`config.mk`:
```
export PLATFORM = sky130hd
export DESIGN_NAME = pixel_map_writer
export DESIGN_NICKNAME = d
export VERILOG_FILES = /design/src/rtl/pixel_map_pkg.sv /design/src/rtl/rect_raster_counter.sv /design/src/rtl/pixel_map_writer.sv
export SDC_FILE = /design/constraint.sdc
export NUM_CORES = 1
export LEC_CHECK = 0
export ABC_AREA = 1
export CAP_MARGIN = 20
export CELL_PAD_IN_SITES_DETAIL_PLACEMENT = 0
export CELL_PAD_IN_SITES_GLOBAL_PLACEMENT = 2
export CORE_MARGIN = 2
export CORE_UTILIZATION = 35
export CTS_BUF_LIST = sky130_fd_sc_hd__clkbuf_8
export CTS_CLUSTER_DIAMETER = 60
export CTS_CLUSTER_SIZE = 24
export DETAILED_ROUTE_END_ITERATION = 8
export GPL_ROUTABILITY_DRIVEN = 0
export GPL_TIMING_DRIVEN = 0
export PLACE_DENSITY_LB_ADDON = 0.3
export SLEW_MARGIN = 20
export SYNTH_ARGS = -nofsm -noshare
export SYNTH_HDL_FRONTEND = slang
export SYNTH_SLANG_ARGS = --single-unit
```
`constraint.sdc`:
```
create_clock -name clk_in -period 4.35 [get_ports clk_in]
set_input_delay 0.87 -clock clk_in [delete_from_list [all_inputs] [get_ports clk_in]]
set_output_delay 0.87 -clock clk_in [all_outputs]
set_load 0.05 [all_outputs]
```
`src/rtl/pixel_map_pkg.sv`:
```
// Shared pixel-map constants, command opcodes and palette indices for the
// map writer and the display blocks that read the same BRAM.
package pixel_map_pkg;

  localparam int MAP_WIDTH   = 64;
  localparam int MAP_HEIGHT  = 62;
  localparam int ADDR_WIDTH  = 12;
  localparam int COLOR_WIDTH = 4;

  typedef enum logic [1:0] {
    OP_FILL_RECT  = 2'd0,
    OP_WRITE_CELL = 2'd1,
    OP_CLEAR_ALL  = 2'd2,
    OP_RSVD       = 2'd3
  } pm_op_t;

  localparam logic [COLOR_WIDTH-1:0] BLACK   = 4'd0;
  localparam logic [COLOR_WIDTH-1:0] RED     = 4'd1;
  localparam logic [COLOR_WIDTH-1:0] GREEN   = 4'd2;
  localparam logic [COLOR_WIDTH-1:0] BLUE    = 4'd3;
  localparam logic [COLOR_WIDTH-1:0] YELLOW  = 4'd4;
  localparam logic [COLOR_WIDTH-1:0] CYAN    = 4'd5;
  localparam logic [COLOR_WIDTH-1:0] MAGENTA = 4'd6;
  localparam logic [COLOR_WIDTH-1:0] GREY    = 4'd7;
  localparam logic [COLOR_WIDTH-1:0] WHITE   = 4'd8;

  // Rectangle operands after opcode decode, before clipping.
  typedef struct packed {
    logic [5:0]             col;
    logic [5:0]             row;
    logic [6:0]             w;
    logic [6:0]             h;
    logic [COLOR_WIDTH-1:0] color;
  } pm_rect_t;

  function automatic logic [6:0] min7(input logic [6:0] a, input logic [6:0] b);
    return (a < b) ? a : b;
  endfunction

endpackage

```
`src/rtl/rect_raster_counter.sv`:
```
// Row-major cell walker over a clipped rectangle. State is the cell currently
// being written; outputs give the following cell and whether this one is last.
module rect_raster_counter #(
  parameter int COORD_W = 6,
  parameter int DIM_W   = 7
) (
  input  logic               clk_i,
  input  logic               rst_ni,
  input  logic               load_i,
  input  logic               adv_i,
  input  logic [COORD_W-1:0] col_i,
  input  logic [COORD_W-1:0] row_i,
  input  logic [DIM_W-1:0]   w_i,
  input  logic [DIM_W-1:0]   h_i,
  output logic [COORD_W-1:0] nxt_col_o,
  output logic [COORD_W-1:0] nxt_row_o,
  output logic               last_o
);

  logic [COORD_W-1:0] col_q, row_q, col_start_q, col_end_q, row_end_q;
  logic               wrap;

  always_comb begin
    wrap      = (col_q == col_end_q);
    nxt_col_o = wrap ? col_start_q : col_q + COORD_W'(1);
    nxt_row_o = wrap ? row_q + COORD_W'(1) : row_q;
    last_o    = wrap && (row_q == row_end_q);
  end

  // w_i/h_i are non-zero and pre-clipped, so the end coordinates fit COORD_W.
  always_ff @(posedge clk_i or negedge rst_ni) begin
    if (!rst_ni) begin
      col_q       <= '0;
      row_q       <= '0;
      col_start_q <= '0;
      col_end_q   <= '0;
      row_end_q   <= '0;
    end else if (load_i) begin
      col_q       <= col_i;
      row_q       <= row_i;
      col_start_q <= col_i;
      col_end_q   <= COORD_W'({1'b0, col_i} + w_i - DIM_W'(1));
      row_end_q   <= COORD_W'({1'b0, row_i} + h_i - DIM_W'(1));
    end else if (adv_i) begin
      col_q <= nxt_col_o;
      row_q <= nxt_row_o;
    end
  end

endmodule

```
`src/rtl/pixel_map_writer.sv`:
```
// Pixel-map write port: takes fill/cell/clear commands and streams one
// registered BRAM port-A write per clock in raster order.
module pixel_map_writer
  import pixel_map_pkg::*;
#(
  parameter int MAP_WIDTH   = pixel_map_pkg::MAP_WIDTH,
  parameter int MAP_HEIGHT  = pixel_map_pkg::MAP_HEIGHT,
  parameter int ADDR_WIDTH  = pixel_map_pkg::ADDR_WIDTH,
  parameter int COLOR_WIDTH = pixel_map_pkg::COLOR_WIDTH
) (
  input  logic                   clk_in,
  input  logic                   rst_n_in,
  input  logic                   cmd_valid_in,
  output logic                   cmd_ready_out,
  input  logic [1:0]             cmd_op_in,
  input  logic [5:0]             cmd_col_in,
  input  logic [5:0]             cmd_row_in,
  input  logic [6:0]             cmd_w_in,
  input  logic [6:0]             cmd_h_in,
  input  logic [COLOR_WIDTH-1:0] cmd_color_in,
  output logic                   wea_out,
  output logic [ADDR_WIDTH-1:0]  addra_out,
  output logic [COLOR_WIDTH-1:0] dina_out,
  output logic                   busy_out,
  output logic                   done_out
);

  localparam logic [0:0] ST_IDLE = 1'b0;
  localparam logic [0:0] ST_RUN  = 1'b1;
  localparam int         CSH     = $clog2(MAP_WIDTH);
  localparam logic [6:0] MW7     = 7'(MAP_WIDTH);
  localparam logic [6:0] MH7     = 7'(MAP_HEIGHT);

  logic [0:0]             state_q, state_d;
  logic                   wea_q, wea_d, done_q, done_d;
  logic [ADDR_WIDTH-1:0]  addr_q, addr_d, start_addr, nxt_addr;
  logic [COLOR_WIDTH-1:0] din_q, din_d;
  pm_rect_t               r;
  logic [6:0]             w_room, h_room, w_eff, h_eff;
  logic                   accept, empty, load, adv, last;
  logic [5:0]             nxt_col, nxt_row;

  always_comb begin
    r = '{col: cmd_col_in, row: cmd_row_in, w: cmd_w_in, h: cmd_h_in, color: cmd_color_in};
    case (pm_op_t'(cmd_op_in))
      OP_FILL_RECT:  ;
      OP_WRITE_CELL: begin r.w = 7'd1; r.h = 7'd1; end
      OP_CLEAR_ALL:  r = '{col: 6'd0, row: 6'd0, w: MW7, h: MH7, color: '0};
      default:       begin r.w = 7'd0; r.h = 7'd0; end
    endcase
    // Clip to the map so the raster never walks past the last address.
    w_room = MW7 - {1'b0, r.col};
    h_room = ({1'b0, r.row} >= MH7) ? 7'd0 : MH7 - {1'b0, r.row};
    w_eff  = min7(r.w, w_room);
    h_eff  = min7(r.h, h_room);
    empty  = (w_eff == 7'd0) || (h_eff == 7'd0);
    start_addr = (ADDR_WIDTH'(r.row) << CSH) + ADDR_WIDTH'(r.col);
    nxt_addr   = (ADDR_WIDTH'(nxt_row) << CSH) + ADDR_WIDTH'(nxt_col);
  end

  assign cmd_ready_out = (state_q == ST_IDLE);
  assign busy_out      = !cmd_ready_out;
  assign accept        = cmd_valid_in && cmd_ready_out;

  always_comb begin
    state_d = state_q;
    wea_d   = 1'b0;
    addr_d  = addr_q;
    din_d   = din_q;
    done_d  = 1'b0;
    load    = 1'b0;
    adv     = 1'b0;
    case (state_q)
      ST_IDLE: if (accept) begin
        if (empty) begin
          done_d = 1'b1;
        end else begin
          state_d = ST_RUN;
          load    = 1'b1;
          wea_d   = 1'b1;
          addr_d  = start_addr;
          din_d   = r.color;
        end
      end
      default: if (last) begin
        state_d = ST_IDLE;
        done_d  = 1'b1;
      end else begin
        adv    = 1'b1;
        wea_d  = 1'b1;
        addr_d = nxt_addr;
      end
    endcase
  end

  always_ff @(posedge clk_in or negedge rst_n_in) begin
    if (!rst_n_in) begin
      state_q <= ST_IDLE;
      wea_q   <= 1'b0;
      addr_q  <= '0;
      din_q   <= '0;
      done_q  <= 1'b0;
    end else begin
      state_q <= state_d;
      wea_q   <= wea_d;
      addr_q  <= addr_d;
      din_q   <= din_d;
      done_q  <= done_d;
    end
  end

  rect_raster_counter #(.COORD_W(6), .DIM_W(7)) u_raster (
    .clk_i     (clk_in),
    .rst_ni    (rst_n_in),
    .load_i    (load),
    .adv_i     (adv),
    .col_i     (r.col),
    .row_i     (r.row),
    .w_i       (w_eff),
    .h_i       (h_eff),
    .nxt_col_o (nxt_col),
    .nxt_row_o (nxt_row),
    .last_o    (last)
  );

  assign wea_out   = wea_q;
  assign addra_out = addr_q;
  assign dina_out  = din_q;
  assign done_out  = done_q;

endmodule

```
==> metrics.txt <==
status completed; PnR worst setup slack 0.220 ns; Post-Place Cell Area 0.00450 mm^2; CTS Root Buffer Type clkbuf_8; Synth Flop Type dfrtp_1; Nets 679; CP Capture Type register; worst vdd ir 273 uV; Clock Sinks 48; Synth Instances 516; clk_lat worst skew 0.30 ns; Area growth syn-to-layout 36.8%; worst hold slack 0.485 ns; syn nets 585; total CTS buffers 5; Post-Synthesis Cell Area 0.00376 mm^2; Synth area leaders dfrtp_1 (32%), nand2_1 (15%), ha_1 (11%); Detail Route Antenna Nets 0; layout cells sized above 1 22.3%; max-slew violation count 0; count of input and output buffers 54; Worst Clk Skew 0.00393 ns; warnings from Yosys 0; dpl ws -1.39 ns; Site Rows 37; met1 Track Usage GR 23.9%; RSZ-0062 raised after global routing true; top-count cell post-synth nand2_1; Slew headroom 66.3%; post-synth cell types 34; P_sw 0.000950 W; Max Cap Viol 0; antenna cell count 0; sequential power share 33.6%; TritonCTS clock tree yes; Leak Pwr 2.57 nW; crit path DAT 4.32 ns; Non-Filler Instances 745; GRT Util Overall 17.4%; Sw Ratio 43.5%; drt wl/cell 13.2 um; combinational power share 52.2%; most crowded layer after global routing met2; async set-reset flop share out of synthesis 100%; fin crit period 4.13 ns; Fill cells 1077; Die Ht 108 um; Post-synth EDFFs 0; DR DRC count 0; H-tree depth 2; Yosys top cell by area dfrtp_1; Synth top area share 31.9%; maximum fanout along the worst path 6; CP startpoint kind input pin; critical path type input pin to register; met2 global-route usage 29.2%; vias in the first global route 3275; Initial DRC Count 135; # setup viols final 0; fraction of the cycle the final worst path needs 94.9%; post-DP HPWL 7820 um; vias per cell 4.64; CTS Hold Buffers Added 0; # IOs 55; core area 0.0104 mm^2; Vias 3457; final WL 9870 um; register area share after synthesis 31.9%; Worst-path clk slew 0.08 ns; Int Pwr 0.00123 W; initial core utilization 36.3%; Post-Place Cells 707; largest net degree at the start of global routing 30; total power 0.00218 W; fin area 0.00515 mm^2; Die Wd 108 um; worst slew pin tran 0.504 ns; syn_area_per_cell 7.30 um^2; Hold Path Class register to register; Yosys reg bits 48; DRT Pass-1 Iters 5; first-pass GRT wire length 16100 um; Power Dens Cells 424 mW/mm^2; Fmax 0.242 GHz; Synth top cells by count nand2_1 (153), inv_1 (59), dfrtp_1 (48), o21ai_0 (46), nand3_1 (40); met3 usage 2.00%; clock buffer depth 2; antenna violations before repair 0; Fin. Hold Viols 0; power share of the clock group 14.2%; Congestion Overflow GR 0; Crit path required time 4.54 ns; die area 0.0116 mm^2
## power groups by stage
stage	Sequential (W)	Combinational, W	Clock, W
floorplan	0.000904	0.000571	0
global placement	0.000740	0.00103	0
detailed placement	0.000740	0.00106	0
CTS	0.000734	0.00109	0.000313
global route	0.000759	0.00128	0.000333
finish	0.000733	0.00114	0.000309
## through the flow
stage               setup TNS [ns]  utilization, %
CTS                              0            45.8
finish                           0            49.7
detailed placement          -23.37            43.4
floorplan               -0.0000249               -
global placement            -22.62            43.3
global route               -0.0538            49.7
## repair_timing
| action | CTS | global route |
|---|---|---|
| pin swaps | 15 | 40 |
| endpoints found under the setup margin | 47 | 3 |
| resized for setup | 41 | 52 |
| gates cloned | 0 | 1 |
| setup buffers | 8 | 23 |
## sequential cells by signal (all words and copies together) (netlist names)
name,count
addra_out,12
dina_out,4
done_out,1
u_raster.col_end_q,6
u_raster.col_q,6
u_raster.col_start_q,6
u_raster.row_end_q,6
u_raster.row_q,6
wea_out,1
## layer usage
metal | up-vias | share of wire (%)
met5 | - | 0
met4 | 0 | 0.83
met3 | 5 | 3.3
met2 | 72 | 48
met1 | 1543 | 48
li1 | 1837 | -
## cells in the final DEF (no fill, tap or decap), types with 4 or more instances in the layout
cell               n
clkbuf_8           5
inv_2             11
o21ai_0           43
ha_4               4
clkbuf_1           5
xor2_1            15
o21ai_2            4
nand2_4            4
clkdlybuf4s50_1   44
inv_1             51
xnor2_1            9
o21ai_1            6
nand3_2           12
buf_8              4
dlygate4sd2_1      4
nor2_1            25
nand2_1          140
buf_2              6
nor2_4             6
a21oi_1            5
dfrtp_1           48
ha_1              27
nand3_1           38
buf_4             31
nand2_2           13
or2_2              7
## cell families (layout without fill, tap and decap cells)
| logic type | Yosys count | in the layout | synth area share, % |
|---|---|---|---|
| compound gates | 68 | 68 | 9.64 |
| xor+xnor | 26 | 26 | 6.05 |
| fa+ha+maj | 34 | 34 | 11.7 |
| buf+inv | 81 | 174 | 9.87 |
| flops | 48 | 48 | 31.9 |
| other cells | 1 | 1 | 0.0996 |
| simple gates | 258 | 258 | 30.7 |
## critical path, stage by stage
cell and delay (ns):
buf_4 0.14, inv_4 0.08, nand2_8 0.08, buf_8 0.15, nand2_8 0.08, ha_4 0.14
nand3_4 0.08, xor2_2 0.16, ha_1 0.28, a21oi_1 0.14, nor2_1 0.06, a211oi_2 0.20
nand2_2 0.10, buf_6 0.13, nand2_1 0.06, o21ai_2 0.06, ha_1 0.27, inv_1 0.06
ha_4 0.16, fa_2 0.37, nand2_1 0.07, nand2_1 0.07, a21oi_2 0.15, xnor2_1 0.14
xnor2_1 0.14, o21ai_1 0.08
## worst paths after layout
| kind | start | endpoint | slack (ns) | depth (start not counted) |
|---|---|---|---|---|
| max | cmd_op_in[0] | u_raster.col_end_q[5]$_DFFE_PN0P_ | 0.22 | 26 |
| min in group asynchronous | rst_n_in | u_raster.col_end_q[2]$_DFFE_PN0P_ | 0.52 | 1 |
| min reg2reg | u_raster.col_start_q[4]$_DFFE_PN0P_ | u_raster.col_start_q[4]$_DFFE_PN0P_ | 0.49 | 2 |
| max reg2reg | u_raster.col_q[0]$_DFFE_PN0P_ | u_raster.col_q[3]$_DFFE_PN0P_ | 1.92 | 9 |
| min | u_raster.col_start_q[4]$_DFFE_PN0P_ | u_raster.col_start_q[4]$_DFFE_PN0P_ | 0.49 | 2 |
| max in group asynchronous | rst_n_in | u_raster.row_end_q[5]$_DFFE_PN0P_ | 3.31 | 2 |
## area by class of cell
class | count | area (um^2) | share of cell area, %
multi-input combinational | 387 | 2460 | 47.8
sequential | 48 | 1200 | 23.3
timing repair buffer | 87 | 835 | 16.2
inverter | 64 | 245 | 4.76
tap | 136 | 170 | 3.30
buffer | 17 | 135 | 2.62
clock buffer | 5 | 68.8 | 1.34
clock inverter | 1 | 30.0 | 0.583
No activity file was read; power rests on OpenSTA's default activity.
